==> config.mk <==
export PLATFORM = sky130hd
export DESIGN_NAME = mem_port_arbiter_flat
export DESIGN_NICKNAME = d
export VERILOG_FILES = /design/src/rtl/mem_arb_pkg.sv /design/src/rtl/mem_port_arbiter_if.sv /design/src/rtl/burst_counter.sv /design/src/rtl/mem_port_arbiter.sv /design/src/flat_wrapper.sv
export SDC_FILE = /design/constraint.sdc
export NUM_CORES = 1
export LEC_CHECK = 0
export ABC_AREA = 1
export CAP_MARGIN = 20
export CORE_AREA = 2 2 105 107
export DETAILED_ROUTE_END_ITERATION = 8
export DIE_AREA = 0 0 107 109
export PLACE_DENSITY = 0.73
export SLEW_MARGIN = 20
export SYNTH_ARGS = -nofsm -noshare
export SYNTH_HDL_FRONTEND = slang
export SYNTH_SLANG_ARGS = --single-unit
==> constraint.sdc <==
create_clock -name i_clk -period 1.7 [get_ports i_clk]
set_clock_uncertainty 0.2 [all_clocks]
set_input_delay 0.17 -clock i_clk [delete_from_list [all_inputs] [get_ports i_clk]]
set_output_delay 0.17 -clock i_clk [all_outputs]
set_load 0.005 [all_outputs]
==> src/rtl/mem_arb_pkg.sv <==
// Shared types and helpers for the main-memory port arbiter.
package mem_arb_pkg;

   typedef enum logic [2:0] {
      StIdle,
      StReq,
      StWrite,
      StRead,
      StDone
   } arb_state_e;

   typedef enum logic {
      GRANT_I = 1'b0,
      GRANT_D = 1'b1
   } grant_e;

   // Byte-offset bits inside one block of 32-bit words.
   function automatic int unsigned offset_bits(input int unsigned block_words);
      return $clog2(block_words) + 2;
   endfunction

endpackage

==> src/rtl/mem_port_arbiter_if.sv <==
// Bundle of the I-cache, D-cache and memory-side signals around the arbiter.
// master: the arbiter's view; slave: the caches/memory view.
interface mem_port_arbiter_if #(
   parameter int unsigned ADDR_WIDTH = 32,
   parameter int unsigned DATA_WIDTH = 32
);
   logic                  i_icache_req;
   logic [ADDR_WIDTH-1:0] i_icache_addr;
   logic [DATA_WIDTH-1:0] o_icache_rdata;
   logic                  o_icache_rvalid;
   logic                  o_icache_done;

   logic                  i_dcache_req;
   logic                  i_dcache_we;
   logic [ADDR_WIDTH-1:0] i_dcache_addr;
   logic [DATA_WIDTH-1:0] i_dcache_wdata;
   logic                  o_dcache_wready;
   logic [DATA_WIDTH-1:0] o_dcache_rdata;
   logic                  o_dcache_rvalid;
   logic                  o_dcache_done;

   logic                  o_mem_req;
   logic                  o_mem_we;
   logic [ADDR_WIDTH-1:0] o_mem_addr;
   logic                  i_mem_ack;
   logic [DATA_WIDTH-1:0] o_mem_wdata;
   logic                  o_mem_wvalid;
   logic                  i_mem_wready;
   logic [DATA_WIDTH-1:0] i_mem_rdata;
   logic                  i_mem_rvalid;

   modport master (
      input  i_icache_req, i_icache_addr,
      output o_icache_rdata, o_icache_rvalid, o_icache_done,
      input  i_dcache_req, i_dcache_we, i_dcache_addr, i_dcache_wdata,
      output o_dcache_wready, o_dcache_rdata, o_dcache_rvalid, o_dcache_done,
      output o_mem_req, o_mem_we, o_mem_addr,
      input  i_mem_ack,
      output o_mem_wdata, o_mem_wvalid,
      input  i_mem_wready, i_mem_rdata, i_mem_rvalid
   );

   modport slave (
      output i_icache_req, i_icache_addr,
      input  o_icache_rdata, o_icache_rvalid, o_icache_done,
      output i_dcache_req, i_dcache_we, i_dcache_addr, i_dcache_wdata,
      input  o_dcache_wready, o_dcache_rdata, o_dcache_rvalid, o_dcache_done,
      input  o_mem_req, o_mem_we, o_mem_addr,
      output i_mem_ack,
      input  o_mem_wdata, o_mem_wvalid,
      output i_mem_wready, i_mem_rdata, i_mem_rvalid
   );

endinterface

==> src/rtl/burst_counter.sv <==
// Beat counter for one block transfer; wraps to zero after the last beat.
module burst_counter #(
   parameter int unsigned WIDTH = 4
) (
   input  logic i_clk,
   input  logic i_arst,
   input  logic i_clear,
   input  logic i_beat,
   output logic o_last
);

   logic [WIDTH-1:0] count_q;

   // Count accepted beats; natural wrap returns to zero after the block.
   always_ff @(posedge i_clk) begin
      if (i_arst || i_clear) begin
         count_q <= '0;
      end else if (i_beat) begin
         count_q <= count_q + WIDTH'(1);
      end
   end

   assign o_last = (count_q == {WIDTH{1'b1}});

endmodule

==> src/rtl/mem_port_arbiter.sv <==
// Shares the single main-memory port between I-cache refills and D-cache
// refills/writebacks. One requester is granted at a time (D has priority),
// a block-aligned burst is issued, BLOCK_WORDS beats move, then a one-cycle
// done pulse releases the requesting cache.
module mem_port_arbiter
   import mem_arb_pkg::*;
#(
   parameter int unsigned ADDR_WIDTH  = 32,
   parameter int unsigned DATA_WIDTH  = 32,
   parameter int unsigned BLOCK_WORDS = 16
) (
   input logic                i_clk,
   input logic                i_arst,
   mem_port_arbiter_if.master bus
);

   localparam int unsigned CntWidth = $clog2(BLOCK_WORDS);
   localparam int unsigned OffBits  = offset_bits(BLOCK_WORDS);
   localparam logic [ADDR_WIDTH-1:0] AlignMask = {ADDR_WIDTH{1'b1}} << OffBits;

   arb_state_e            state_q;
   grant_e                grant_q;
   logic                  we_q;
   logic [ADDR_WIDTH-1:0] addr_q;

   logic                  beat;
   logic                  last_beat;
   logic                  cnt_clear;
   logic [DATA_WIDTH-1:0] mem_rdata;
   logic [DATA_WIDTH-1:0] wdata;

   assign mem_rdata = bus.i_mem_rdata;
   assign wdata     = bus.i_dcache_wdata;

   // A beat only counts in the data state matching the burst direction.
   always_comb begin
      beat = 1'b0;
      if (!i_arst) begin
         beat = ((state_q == StWrite) && bus.i_mem_wready) ||
                ((state_q == StRead) && bus.i_mem_rvalid);
      end
   end

   assign cnt_clear = (state_q == StReq);

   burst_counter #(
      .WIDTH (CntWidth)
   ) u_burst_counter (
      .i_clk   (i_clk),
      .i_arst  (i_arst),
      .i_clear (cnt_clear),
      .i_beat  (beat),
      .o_last  (last_beat)
   );

   // Transfer FSM: grant, hold the burst request until ack, move beats, done.
   always_ff @(posedge i_clk) begin
      if (i_arst) begin
         state_q <= StIdle;
         grant_q <= GRANT_I;
         we_q    <= 1'b0;
         addr_q  <= '0;
      end else begin
         case (state_q)
            StIdle: begin
               // Data side first: it belongs to the older instruction.
               if (bus.i_dcache_req) begin
                  grant_q <= GRANT_D;
                  we_q    <= bus.i_dcache_we;
                  addr_q  <= bus.i_dcache_addr & AlignMask;
                  state_q <= StReq;
               end else if (bus.i_icache_req) begin
                  grant_q <= GRANT_I;
                  we_q    <= 1'b0;
                  addr_q  <= bus.i_icache_addr & AlignMask;
                  state_q <= StReq;
               end
            end
            StReq: begin
               if (bus.i_mem_ack) begin
                  state_q <= we_q ? StWrite : StRead;
               end
            end
            StWrite, StRead: begin
               if (beat && last_beat) begin
                  state_q <= StDone;
               end
            end
            StDone: begin
               state_q <= StIdle;
            end
            default: begin
               state_q <= StIdle;
            end
         endcase
      end
   end

   // Outputs decode from registered state; data paths pass straight through.
   always_comb begin
      bus.o_icache_rdata  = '0;
      bus.o_icache_rvalid = 1'b0;
      bus.o_icache_done   = 1'b0;
      bus.o_dcache_wready = 1'b0;
      bus.o_dcache_rdata  = '0;
      bus.o_dcache_rvalid = 1'b0;
      bus.o_dcache_done   = 1'b0;
      bus.o_mem_req       = 1'b0;
      bus.o_mem_we        = 1'b0;
      bus.o_mem_addr      = '0;
      bus.o_mem_wdata     = '0;
      bus.o_mem_wvalid    = 1'b0;
      // Everything stays quiet while reset is held, even mid-burst.
      if (!i_arst) begin
         case (state_q)
            StReq: begin
               bus.o_mem_req  = 1'b1;
               bus.o_mem_we   = we_q;
               bus.o_mem_addr = addr_q;
            end
            StWrite: begin
               bus.o_mem_wvalid    = 1'b1;
               bus.o_mem_wdata     = wdata;
               bus.o_dcache_wready = bus.i_mem_wready;
            end
            StRead: begin
               if (grant_q == GRANT_D) begin
                  bus.o_dcache_rdata  = mem_rdata;
                  bus.o_dcache_rvalid = bus.i_mem_rvalid;
               end else begin
                  bus.o_icache_rdata  = mem_rdata;
                  bus.o_icache_rvalid = bus.i_mem_rvalid;
               end
            end
            StDone: begin
               if (grant_q == GRANT_D) begin
                  bus.o_dcache_done = 1'b1;
               end else begin
                  bus.o_icache_done = 1'b1;
               end
            end
            default: begin
            end
         endcase
      end
   end

endmodule

==> src/flat_wrapper.sv <==
// flat-port wrapper written by rule: the top's interface ports become plain ports
module mem_port_arbiter_flat import mem_arb_pkg::*;
#(
   parameter int unsigned ADDR_WIDTH  = 32,
   parameter int unsigned DATA_WIDTH  = 32,
   parameter int unsigned BLOCK_WORDS = 16
)
  (i_clk, i_arst, bus_i_icache_req, bus_i_icache_addr, bus_o_icache_rdata, bus_o_icache_rvalid, bus_o_icache_done, bus_i_dcache_req, bus_i_dcache_we, bus_i_dcache_addr, bus_i_dcache_wdata, bus_o_dcache_wready, bus_o_dcache_rdata, bus_o_dcache_rvalid, bus_o_dcache_done, bus_o_mem_req, bus_o_mem_we, bus_o_mem_addr, bus_i_mem_ack, bus_o_mem_wdata, bus_o_mem_wvalid, bus_i_mem_wready, bus_i_mem_rdata, bus_i_mem_rvalid);
  mem_port_arbiter_if #(.ADDR_WIDTH(ADDR_WIDTH), .DATA_WIDTH(DATA_WIDTH)) bus_i ();
  input logic i_clk;
  input logic i_arst;
  input wire logic [$bits(bus_i.i_icache_req)-1:0] bus_i_icache_req;
  input wire logic [$bits(bus_i.i_icache_addr)-1:0] bus_i_icache_addr;
  output wire logic [$bits(bus_i.o_icache_rdata)-1:0] bus_o_icache_rdata;
  output wire logic [$bits(bus_i.o_icache_rvalid)-1:0] bus_o_icache_rvalid;
  output wire logic [$bits(bus_i.o_icache_done)-1:0] bus_o_icache_done;
  input wire logic [$bits(bus_i.i_dcache_req)-1:0] bus_i_dcache_req;
  input wire logic [$bits(bus_i.i_dcache_we)-1:0] bus_i_dcache_we;
  input wire logic [$bits(bus_i.i_dcache_addr)-1:0] bus_i_dcache_addr;
  input wire logic [$bits(bus_i.i_dcache_wdata)-1:0] bus_i_dcache_wdata;
  output wire logic [$bits(bus_i.o_dcache_wready)-1:0] bus_o_dcache_wready;
  output wire logic [$bits(bus_i.o_dcache_rdata)-1:0] bus_o_dcache_rdata;
  output wire logic [$bits(bus_i.o_dcache_rvalid)-1:0] bus_o_dcache_rvalid;
  output wire logic [$bits(bus_i.o_dcache_done)-1:0] bus_o_dcache_done;
  output wire logic [$bits(bus_i.o_mem_req)-1:0] bus_o_mem_req;
  output wire logic [$bits(bus_i.o_mem_we)-1:0] bus_o_mem_we;
  output wire logic [$bits(bus_i.o_mem_addr)-1:0] bus_o_mem_addr;
  input wire logic [$bits(bus_i.i_mem_ack)-1:0] bus_i_mem_ack;
  output wire logic [$bits(bus_i.o_mem_wdata)-1:0] bus_o_mem_wdata;
  output wire logic [$bits(bus_i.o_mem_wvalid)-1:0] bus_o_mem_wvalid;
  input wire logic [$bits(bus_i.i_mem_wready)-1:0] bus_i_mem_wready;
  input wire logic [$bits(bus_i.i_mem_rdata)-1:0] bus_i_mem_rdata;
  input wire logic [$bits(bus_i.i_mem_rvalid)-1:0] bus_i_mem_rvalid;
  assign bus_i.i_icache_req = bus_i_icache_req;
  assign bus_i.i_icache_addr = bus_i_icache_addr;
  assign bus_o_icache_rdata = bus_i.o_icache_rdata;
  assign bus_o_icache_rvalid = bus_i.o_icache_rvalid;
  assign bus_o_icache_done = bus_i.o_icache_done;
  assign bus_i.i_dcache_req = bus_i_dcache_req;
  assign bus_i.i_dcache_we = bus_i_dcache_we;
  assign bus_i.i_dcache_addr = bus_i_dcache_addr;
  assign bus_i.i_dcache_wdata = bus_i_dcache_wdata;
  assign bus_o_dcache_wready = bus_i.o_dcache_wready;
  assign bus_o_dcache_rdata = bus_i.o_dcache_rdata;
  assign bus_o_dcache_rvalid = bus_i.o_dcache_rvalid;
  assign bus_o_dcache_done = bus_i.o_dcache_done;
  assign bus_o_mem_req = bus_i.o_mem_req;
  assign bus_o_mem_we = bus_i.o_mem_we;
  assign bus_o_mem_addr = bus_i.o_mem_addr;
  assign bus_i.i_mem_ack = bus_i_mem_ack;
  assign bus_o_mem_wdata = bus_i.o_mem_wdata;
  assign bus_o_mem_wvalid = bus_i.o_mem_wvalid;
  assign bus_i.i_mem_wready = bus_i_mem_wready;
  assign bus_i.i_mem_rdata = bus_i_mem_rdata;
  assign bus_i.i_mem_rvalid = bus_i_mem_rvalid;
  mem_port_arbiter #(.ADDR_WIDTH(ADDR_WIDTH), .DATA_WIDTH(DATA_WIDTH), .BLOCK_WORDS(BLOCK_WORDS)) u_core (.i_clk(i_clk), .i_arst(i_arst), .bus(bus_i));
endmodule
==> metrics, run 1 <==
Syn Inst Count=492; detailed-placement wirelength estimate=9210 um; H-tree levels=2; largest net degree at the start of global routing=30; post-synthesis sequential area ratio=0.254; synth warn=0; root buf cell=clkbuf_8; WP data required=1330 ps; GR peak layer=met2; top cell type's share of synthesized area=0.254; status=complete, but fails checks; simple logic cell fraction of the synthesized area=0.389; WP data arrival=1620 ps; chip height=109 um; violated checks=negative setup slack; Post-CTS Hold Buffers=0; WL final=16,100 um; register bit total from synthesis=35; Die Wd=107 um; met2 usage=0.449; Slew Limit Fails=0; Worst-path clk slew=70 ps; critical path peak fanout=8; CTS sink count=35; Post-DRT Antenna Nets=0; total net switching power=2570 uW; Core Region=10,600 um2; maximum vdd drop=0.479 mV; worst r2r src=u_core.state_q[1]; Adder-Cell Fraction of Synth Area=0.00453; Yosys top cell by area=dfxtp_1; share of cells above drive strength 1=0.494; Final Critical Period=1990 ps; sw frac=0.433; Area Growth Syn to Fin=153%; WHS=251 ps; worst hold start=u_core.addr_q[15]; Logic pwr share=0.701; DRC viols=0; die area=11,700 um2; CTS tree=built; row cnt=38; CTS buffer count=5; WHS Path Cells=2; vias in the first global route=4,169; Port Buf Inserts=253; nets=941; Seq pwr share=0.200; Starting Density=0.261; largest cells by area after synthesis=dfxtp_1 (25%), inv_1 (14%), nand2_1 (13%); RSZ-0062 raised after global routing=true; period utilisation layout=1.17; R2R Setup Slk=-130 ps; n_diodes=0; GPL Wtd Cong=0.885; Via density=4.67; Power Density=847 nW/um2; Clk pwr share=0.099; GRT Resource Usage Total=0.234; CP Capture Type=output pin; met1 Track Usage GR=0.245; worst reg2reg path depth=7; Compound-Gate Fraction of Synth Area=0.113; fmax=0.504 GHz; DR vias=4,415; average routed wire per standard cell=17.0 um; final-report hold violation count=0; grt total ovfl=0; internal power=3360 uW; Max-Cap Viols=0; Clock Tree Buf Depth=2; M3 GR Usage=0.0520; worst min-delay path class=flop to flop; clock insertion delay at the later pin of the skew report=280 ps; initial antenna violation count=0; Hold Path Sink=u_core.addr_q[15]; Post-DP Area=5540 um2; 1st-iter DRT viols=238; WS Path Type=flop to output pin; XOR/XNOR Fraction of Synth Area=0; io pins=272; Cell Area, Synth=2760 um2; final setup vio count=156; largest family of logic cells by synthesized area=simple AND/OR/NAND/NOR gates; DR pass1 iterations=4; first-pass GRT wire length=21,300 um; Pleak=0.00342 uW; Crit Reg-Reg Endpoint=u_core.addr_q[20]; PnR worst setup slack=-285 ps; # fillers=847; Setup crit start kind=flop; Avg Inst Size Synth=5.62 um2; mux share of post-synthesis cell area=0; Netlist cell types=27; fin area=6990 um2
-- state kept, by name, indices dropped and copies added, names as in the netlist --
register,cells
u_core.addr_q,26
u_core.u_burst_counter.count_q,4
u_core.state_q,3
u_core.grant_q,1
u_core.we_q,1
-- stage by stage --
stage | utilization | cells | total power, uW | setup slack, ps | TNS [ps]
3_5_place_dp | 0.523 | 884 | 3450 | -582 | -60130
3_3_place_gp | 0.523 | 884 | 3390 | -487 | -57020
4_1_cts | 0.598 | 938 | 5050 | -320 | -27960
2_1_floorplan | - | 497 | 2360 | 187 | 0
5_1_grt | 0.660 | 945 | 6240 | -346 | -33320
6_report | 0.660 | 945 | 5930 | -285 | -21930
-- layout by cell type (no fill, tap or decap), types with 6 or more instances in the layout --
master and count:
buf_4 31, nor3_4 33, nor2_4 41, clkbuf_16 8, buf_2 113, dfxtp_1 31
clkdlybuf4s50_1 122, o21ai_1 10, conb_1 6, nor2_1 16, a21oi_2 10, o21ai_2 17
nor3_2 33, buf_12 11, buf_6 39, inv_1 98, a21oi_1 20, nand2_1 89
nor2_2 16
-- cells by family after synthesis --
kind of cell / count (synthesis)
fa+ha+maj: 1
compound gates: 61
simple gates: 249
other cells: 1
buf+inv: 145
flops: 35
-- power by group through the flow --
stage	clock network [uW]	registers, uW	logic (uW)
6_report	587	1190	4150
5_1_grt	639	1210	4390
4_1_cts	612	1180	3250
3_5_place_dp	0	1190	2260
3_3_place_gp	0	1180	2210
2_1_floorplan	0	1170	1180
-- worst max-delay path, stage by stage, from the launching register on --
cell	delay (ps)
dfxtp_4	370
buf_6	100
nand2_4	60
inv_4	80
nand2_8	70
buf_12	150
buf_16	140
buf_6	120
nor3_4	110
buf_2	130
-- per-layer routing --
metal,vias to the layer above,share of wire
li1,2104,-
met2,254,0.53
met5,-,0
met4,0,0.038
met1,2007,0.35
met3,50,0.079
-- final cells by class --
cell class                 instances  area [um2]  area share
tap                              140         175      0.0250
multi-input combinational        317        2500       0.357
timing repair inverter             1        8.76     0.00125
sequential                        35         708       0.101
clock buffer                       6        72.6      0.0104
inverter                         107         417      0.0596
clock inverter                     2        12.5     0.00179
timing repair buffer             337        3100       0.443
-- synthesized netlist by cell type --
library cell / instances
inv_1: 102
nand2_1: 95
nor2_1: 72
nor3_1: 65
dfxtp_1: 35
a21oi_1: 30
o21ai_0: 29
buf_2: 13
buf_4: 11
buf_6: 7
nand3_1: 6
clkbuf_1: 5
inv_2: 3
nand2_2: 3
clkbuf_2: 2
clkinv_1: 2
or2_1: 2
a21oi_2: 1
conb_1: 1
ha_1: 1
nand4_1: 1
nand4_2: 1
nor2_4: 1
nor3_2: 1
nor3_4: 1
o21ai_2: 1
or2_2: 1
-- worst max path at each step --
stage,slack (ps),cells after the start,from,end
2_1_floorplan,190,8,u_core.state_q[0],bus_o_mem_addr[11]
3_3_place_gp,-490,5,i_arst,bus_o_icache_rdata[24]
3_5_place_dp,-580,5,i_arst,bus_o_icache_rdata[19]
4_1_cts,-320,9,u_core.state_q[0],bus_o_mem_addr[21]
5_1_grt,-350,9,u_core.state_q[0],bus_o_mem_addr[27]
6_report,-290,9,u_core.state_q[1],bus_o_icache_rdata[8]
-- repair_timing --
| action | CTS | global route |
|---|---|---|
| buffers inserted | 34 | 8 |
| gates resized for setup | 648 | 208 |
| pin swaps | 11 | 18 |
| endpoints found under the setup margin | 136 | 156 |
| gates cloned | 13 | 8 |
| hold endpoints to repair | 0 | 0 |
(Power assumes the default switching activity.)
==> inputs of run 2 (changes only) <==
--- a/config.mk
+++ b/config.mk
@@ -6,11 +6,12 @@
 export NUM_CORES = 1
 export LEC_CHECK = 0
 export ABC_AREA = 1
+export ABC_CLOCK_PERIOD_IN_PS = 2300
 export CAP_MARGIN = 20
-export CORE_AREA = 2 2 105 107
+export CORE_AREA = 2 2 106 108
 export DETAILED_ROUTE_END_ITERATION = 8
-export DIE_AREA = 0 0 107 109
-export PLACE_DENSITY = 0.73
+export DIE_AREA = 0 0 108 110
+export PLACE_DENSITY = 0.72
 export SLEW_MARGIN = 20
 export SYNTH_ARGS = -nofsm -noshare
 export SYNTH_HDL_FRONTEND = slang
==> constraint.sdc (replaced) <==
create_clock -name i_clk -period 2.3 [get_ports i_clk]
set_clock_uncertainty 0.2 [all_clocks]
set_input_delay 0.23 -clock i_clk [delete_from_list [all_inputs] [get_ports i_clk]]
set_output_delay 0.23 -clock i_clk [all_outputs]
set_load 0.005 [all_outputs]
==> run 2 against run 1 <==
Net effect:
- the flow now finishes without violations
- total power down 50%
- utilization shrank 13 points
- first-iteration DRC count fell by 15%
- sequential power is 27% lower
- non-clock buffer count fell by 60
- wire length fell by 27%
- clock-buffer cell count is the same
- sequential share of layout area increased by 2.2 points
- design area down 19%
- critical endpoint is now bus_o_dcache_rdata[1]
==> metrics, run 2 (synthesis gave the netlist of run 1 again) <==
status=finished, final reports clean; CTS sink count=35; initial antenna violation count=0; DR vias=3,852; CTS buffer count=5; fin area=5680 um2; CP max stage delay=510 ps; WP data required=1870 ps; PnR worst setup slack=79.5 ps; Post-DP Area=5470 um2; n_diodes=0; H-tree levels=2; WL final=11,700 um; Slew Limit Fails=0; Die Wd=108 um; chip height=110 um; total power=2990 uW; clock insertion delay at the later pin of the skew report=280 ps; period utilisation layout=0.965; most flop-heavy register=u_core.addr_q; commonest non-fill, non-tap cell in the layout=clkdlybuf4s50_1; Setup crit start kind=flop; Clock Tree Buf Depth=2; Post-DRT Antenna Nets=0; Starting Density=0.258; nets=880; final setup vio count=0; non-filler cells, final=883; CP Capture Type=output pin; detailed-placement wirelength estimate=9000 um; io pins=272; Area Growth Syn to Fin=106%; row cnt=38; CTS tree=built; pre-CTS setup slack=-92.1 ps; vias in the first global route=3,563; worst min-delay path class=flop to flop; WP data arrival=1790 ps; critical path peak fanout=32; DR pass1 iterations=4; Via density=4.36; Worst-path clk slew=70 ps; average routed wire per standard cell=13.3 um; grt total ovfl=0; root buf cell=clkbuf_8; WHS=255 ps; 1st-iter DRT viols=203; first-pass GRT wire length=16,600 um; most frequent cells in the layout=clkdlybuf4s50_1 (132), inv_1 (100), nand2_1 (94), dlygate4sd2_1 (83), nor2_1 (71); Max-Cap Viols=0; Placed Instances=871; Pleak=0.00359 uW; # fillers=1,058; GPL Wtd Cong=0.863; largest net degree at the start of global routing=47; fmax=0.450 GHz; final-report hold violation count=0; number of flip-flops under the largest register name=26; Post-CTS Hold Buffers=0; CP max-delay cell=clkdlybuf4s50_1; critical-path cell list=buf_6 > nand2_1 > inv_2 > nand2_4 > buf_16 > nor3_2 > clkdlybuf4s50_1; maximum vdd drop=0.296 mV; Final Critical Period=2220 ps; GRT Resource Usage Total=0.174; Core Region=10,700 um2; die area=11,900 um2; share of cells above drive strength 1=0.0767; WS Path Type=flop to output pin; DRC viols=0; top flop regs=u_core.addr_q: 26 flops, u_core.u_burst_counter.count_q: 4 flops, u_core.state_q: 3 flops; Power Density=526 nW/um2; Port Buf Inserts=253
[run 2: changes by cell type in the layout (fill, tap and decap cells not counted), sizes merged]
cell,delta
inv,-1
clkdlybuf4s15,-5
dlymetal6s2s,+38
dlygate4sd2,+82
clkdlybuf4s50,+10
buf,-177
clkinvlp,-1
clkbuf,-8
[run 2: stage by stage]
step / util / setup TNS (ps)
global placement: 0.511 / -481
CTS: 0.517 / -577
floorplan: - / 0
finish: 0.531 / 0
global route: 0.531 / -13.8
detailed placement: 0.511 / -1420
[run 2: path summary, 6_finish.rpt]
kind	startpoint	to	slack, ps	cells after the start
setup reg to reg	u_core.state_q[2]	u_core.addr_q[16]	670	6
hold / removal	u_core.addr_q[29]	u_core.addr_q[29]	250	2
hold reg to reg	u_core.addr_q[29]	u_core.addr_q[29]	250	2
setup / recovery	u_core.state_q[1]	bus_o_dcache_rdata[1]	80	7
[run 2: area by class of cell]
| class | count | area [um2] | share of cell area |
|---|---|---|---|
| Tap cell | 140 | 175 | 0.0308 |
| Clock inverter | 1 | 5.00 | 0.000881 |
| Multi-Input combinational cell | 317 | 1480 | 0.261 |
| Inverter | 107 | 402 | 0.0707 |
| Timing Repair Buffer | 277 | 2830 | 0.498 |
| Clock buffer | 6 | 82.6 | 0.0145 |
| Sequential cell | 35 | 703 | 0.124 |
[run 2: report_power, final]
part           internal [uW]  leakage (uW)  total [uW]  switching [uW]
logic                    795       0.00325        1670             878
clock network            235     0.0000470         450             215
registers                803      0.000290         863            60.5
[run 2: routing by layer]
metal	GRT usage	part of all wire	vias to the layer above
met5	0	0	-
met4	0.0504	0.021	0
met3	0.0435	0.085	22
met2	0.330	0.49	169
met1	0.192	0.40	1696
li1	-	-	1965
[run 2: what timing repair did]
item | 4_1_cts | 5_1_grt
buffers inserted | 1 | 2
pin swaps | 0 | 2
endpoints found under the setup margin | 102 | 42
cloned | 1 | 1
gates resized for setup | 95 | 43
[run 2: worst max-delay path: cells and delay by family, from the launching register on]
family,cells,cell delay [ps]
and+or+nand+nor,3,280
buffers and inverters,4,900
DFF,1,330
==> inputs of run 3 (changes only) <==
--- a/config.mk
+++ b/config.mk
@@ -7,7 +7,6 @@
 export LEC_CHECK = 0
 export ABC_AREA = 1
 export ABC_CLOCK_PERIOD_IN_PS = 2300
-export CAP_MARGIN = 20
 export CORE_AREA = 2 2 106 108
 export DETAILED_ROUTE_END_ITERATION = 8
 export DIE_AREA = 0 0 108 110
==> constraint.sdc (replaced) <==
create_clock -name i_clk -period 2.3 [get_ports i_clk]
set_clock_uncertainty 0.2 [all_clocks]
set_input_delay 0.46 -clock i_clk [delete_from_list [all_inputs] [get_ports i_clk]]
set_output_delay 0.46 -clock i_clk [all_outputs]
set_load 0.005 [all_outputs]
==> run 3 against run 2 <==
Net effect:
- the flow now finishes with violations (negative setup slack)
- critical path depth fell by 1
- utilization grew 2.2 points
- combinational power increased by 20%
- sequential power up 1%
- clock-buffer cell count stayed put
- setup slack got worse by 230 ps
- clock power up 30%
- worst hold slack barely moved
- global-route usage grew 1.7 points
- largest cell class unchanged
- total power increased by 16%
==> metrics, run 3 (synthesis gave the netlist of run 1 again) <==
status=complete, but fails checks; violated checks=negative setup slack; fin area=5920 um2; pre-CTS setup slack=-561 ps; Clock Tree Buf Depth=2; DR pass1 iterations=5; met3 WL post-DR=1330 um; Clk pwr share=0.168; CTS buffer count=5; Placed Instances=873; critical path peak fanout=27; 1st-iter DRT viols=193; most flop-heavy register=u_core.addr_q; die area=11,900 um2; n_diodes=0; Setup crit start kind=flop; sw frac=0.392; R2R Setup Slk=530 ps; uppermost layer routed=met4; fmax=0.408 GHz; # fillers=1,027; DR vias=4,051; CP Capture Type=output pin; Post-DRT Antenna Nets=0; H-tree levels=2; GPL Wtd Cong=0.806; initial antenna violation count=0; first-pass GRT wire length=17,900 um; Port Buf Inserts=253; Post-DP Area=5460 um2; Worst-path clk slew=80 ps; share of cells above drive strength 1=0.302; total net switching power=1360 uW; Pleak=0.00312 uW; internal power=2110 uW; grt total ovfl=0; io pins=272; period utilisation layout=1.07; Max-Cap Viols=0; maximum vdd drop=0.272 mV; DRC viols=0; Via density=4.46; met2 WL=6850 um; PnR worst setup slack=-150 ps; Seq pwr share=0.252; clock insertion delay at the later pin of the skew report=280 ps; final setup vio count=30; commonest non-fill, non-tap cell in the layout=clkdlybuf4s50_1; Area Growth Syn to Fin=114%; Logic pwr share=0.579; nets=904; Die Wd=108 um; WS Path Type=flop to output pin; WL final=13,600 um; final-report hold violation count=0; Post-Route M1 WL=5050 um; Slew Limit Fails=0; Core Region=10,700 um2; detailed-placement wirelength estimate=9210 um; most frequent cells in the layout=clkdlybuf4s50_1 (134), inv_1 (100), nand2_1 (92), nor2_1 (65), buf_2 (47); row cnt=38; CTS tree=built; non-filler cells, final=908; CTS sink count=35; Starting Density=0.258; Final Critical Period=2450 ps; WP data required=1640 ps; vias in the first global route=3,674; average routed wire per standard cell=15.0 um; Power Density=585 nW/um2; root buf cell=clkbuf_8; worst min-delay path class=flop to flop; fin util=0.553; RSZ-0062 raised after global routing=true; number of flip-flops under the largest register name=26; largest net degree at the start of global routing=53; WP data arrival=1790 ps; GRT Resource Usage Total=0.191; top flop regs=u_core.addr_q: 26 flops, u_core.u_burst_counter.count_q: 4 flops, u_core.state_q: 3 flops; chip height=110 um
-- run 3: worst paths after layout --
path,start,cells past startpoint,to
worst max-delay path,u_core.state_q[1],6,bus_o_mem_addr[21]
worst max register to register,u_core.state_q[2],7,u_core.addr_q[9]
worst min register to register,u_core.addr_q[25],2,u_core.addr_q[25]
worst min-delay path,u_core.addr_q[25],2,u_core.addr_q[25]
-- run 3: critical path: stages, from the launching register on --
cell	delay [ps]
dfxtp_2	350
nor3_4	180
inv_2	80
nor2_4	130
inv_6	100
nor2_1	120
clkdlybuf4s50_1	520
-- run 3: what timing repair did --
action	CTS	global route
gates cloned	4	7
resized for setup	242	205
hold buffers	0	0
pin swaps	1	1
setup buffers	6	10
setup endpoints to repair	130	110
-- run 3: routing by layer --
metal  vias to the layer above  global-route usage
met3                        27              0.0547
li1                       2027                   -
met2                       207               0.366
met4                         0              0.0751
met1                      1790               0.195
met5                         -                   0
-- run 3: per-stage QoR --
stage,hold WS [ps],setup TNS (ps),power [uW]
final,255,-1900,3460
after global routing,271,-7260,3710
after CTS,258,-2830,3230
after detailed placement,248,-55720,2480
after global placement,237,-50940,2430
after floorplan,230,0,1740
-- run 3: area by class of cell --
type | count | area (um2) | area share
multi-input combinational | 317 | 1780 | 0.301
clock inverter | 2 | 38.8 | 0.00655
tap | 140 | 175 | 0.0296
inverter | 107 | 413 | 0.0697
sequential | 35 | 706 | 0.119
timing repair buffer | 301 | 2720 | 0.460
clock buffer | 6 | 82.6 | 0.0139
-- run 3: power by group through the flow --
stage | combinational [uW] | clock, uW | sequential [uW]
after detailed placement | 1600 | 0 | 878
after CTS | 1750 | 608 | 874
after global routing | 2170 | 637 | 894
final | 2010 | 583 | 874
after global placement | 1550 | 0 | 872
after floorplan | 875 | 0 | 866
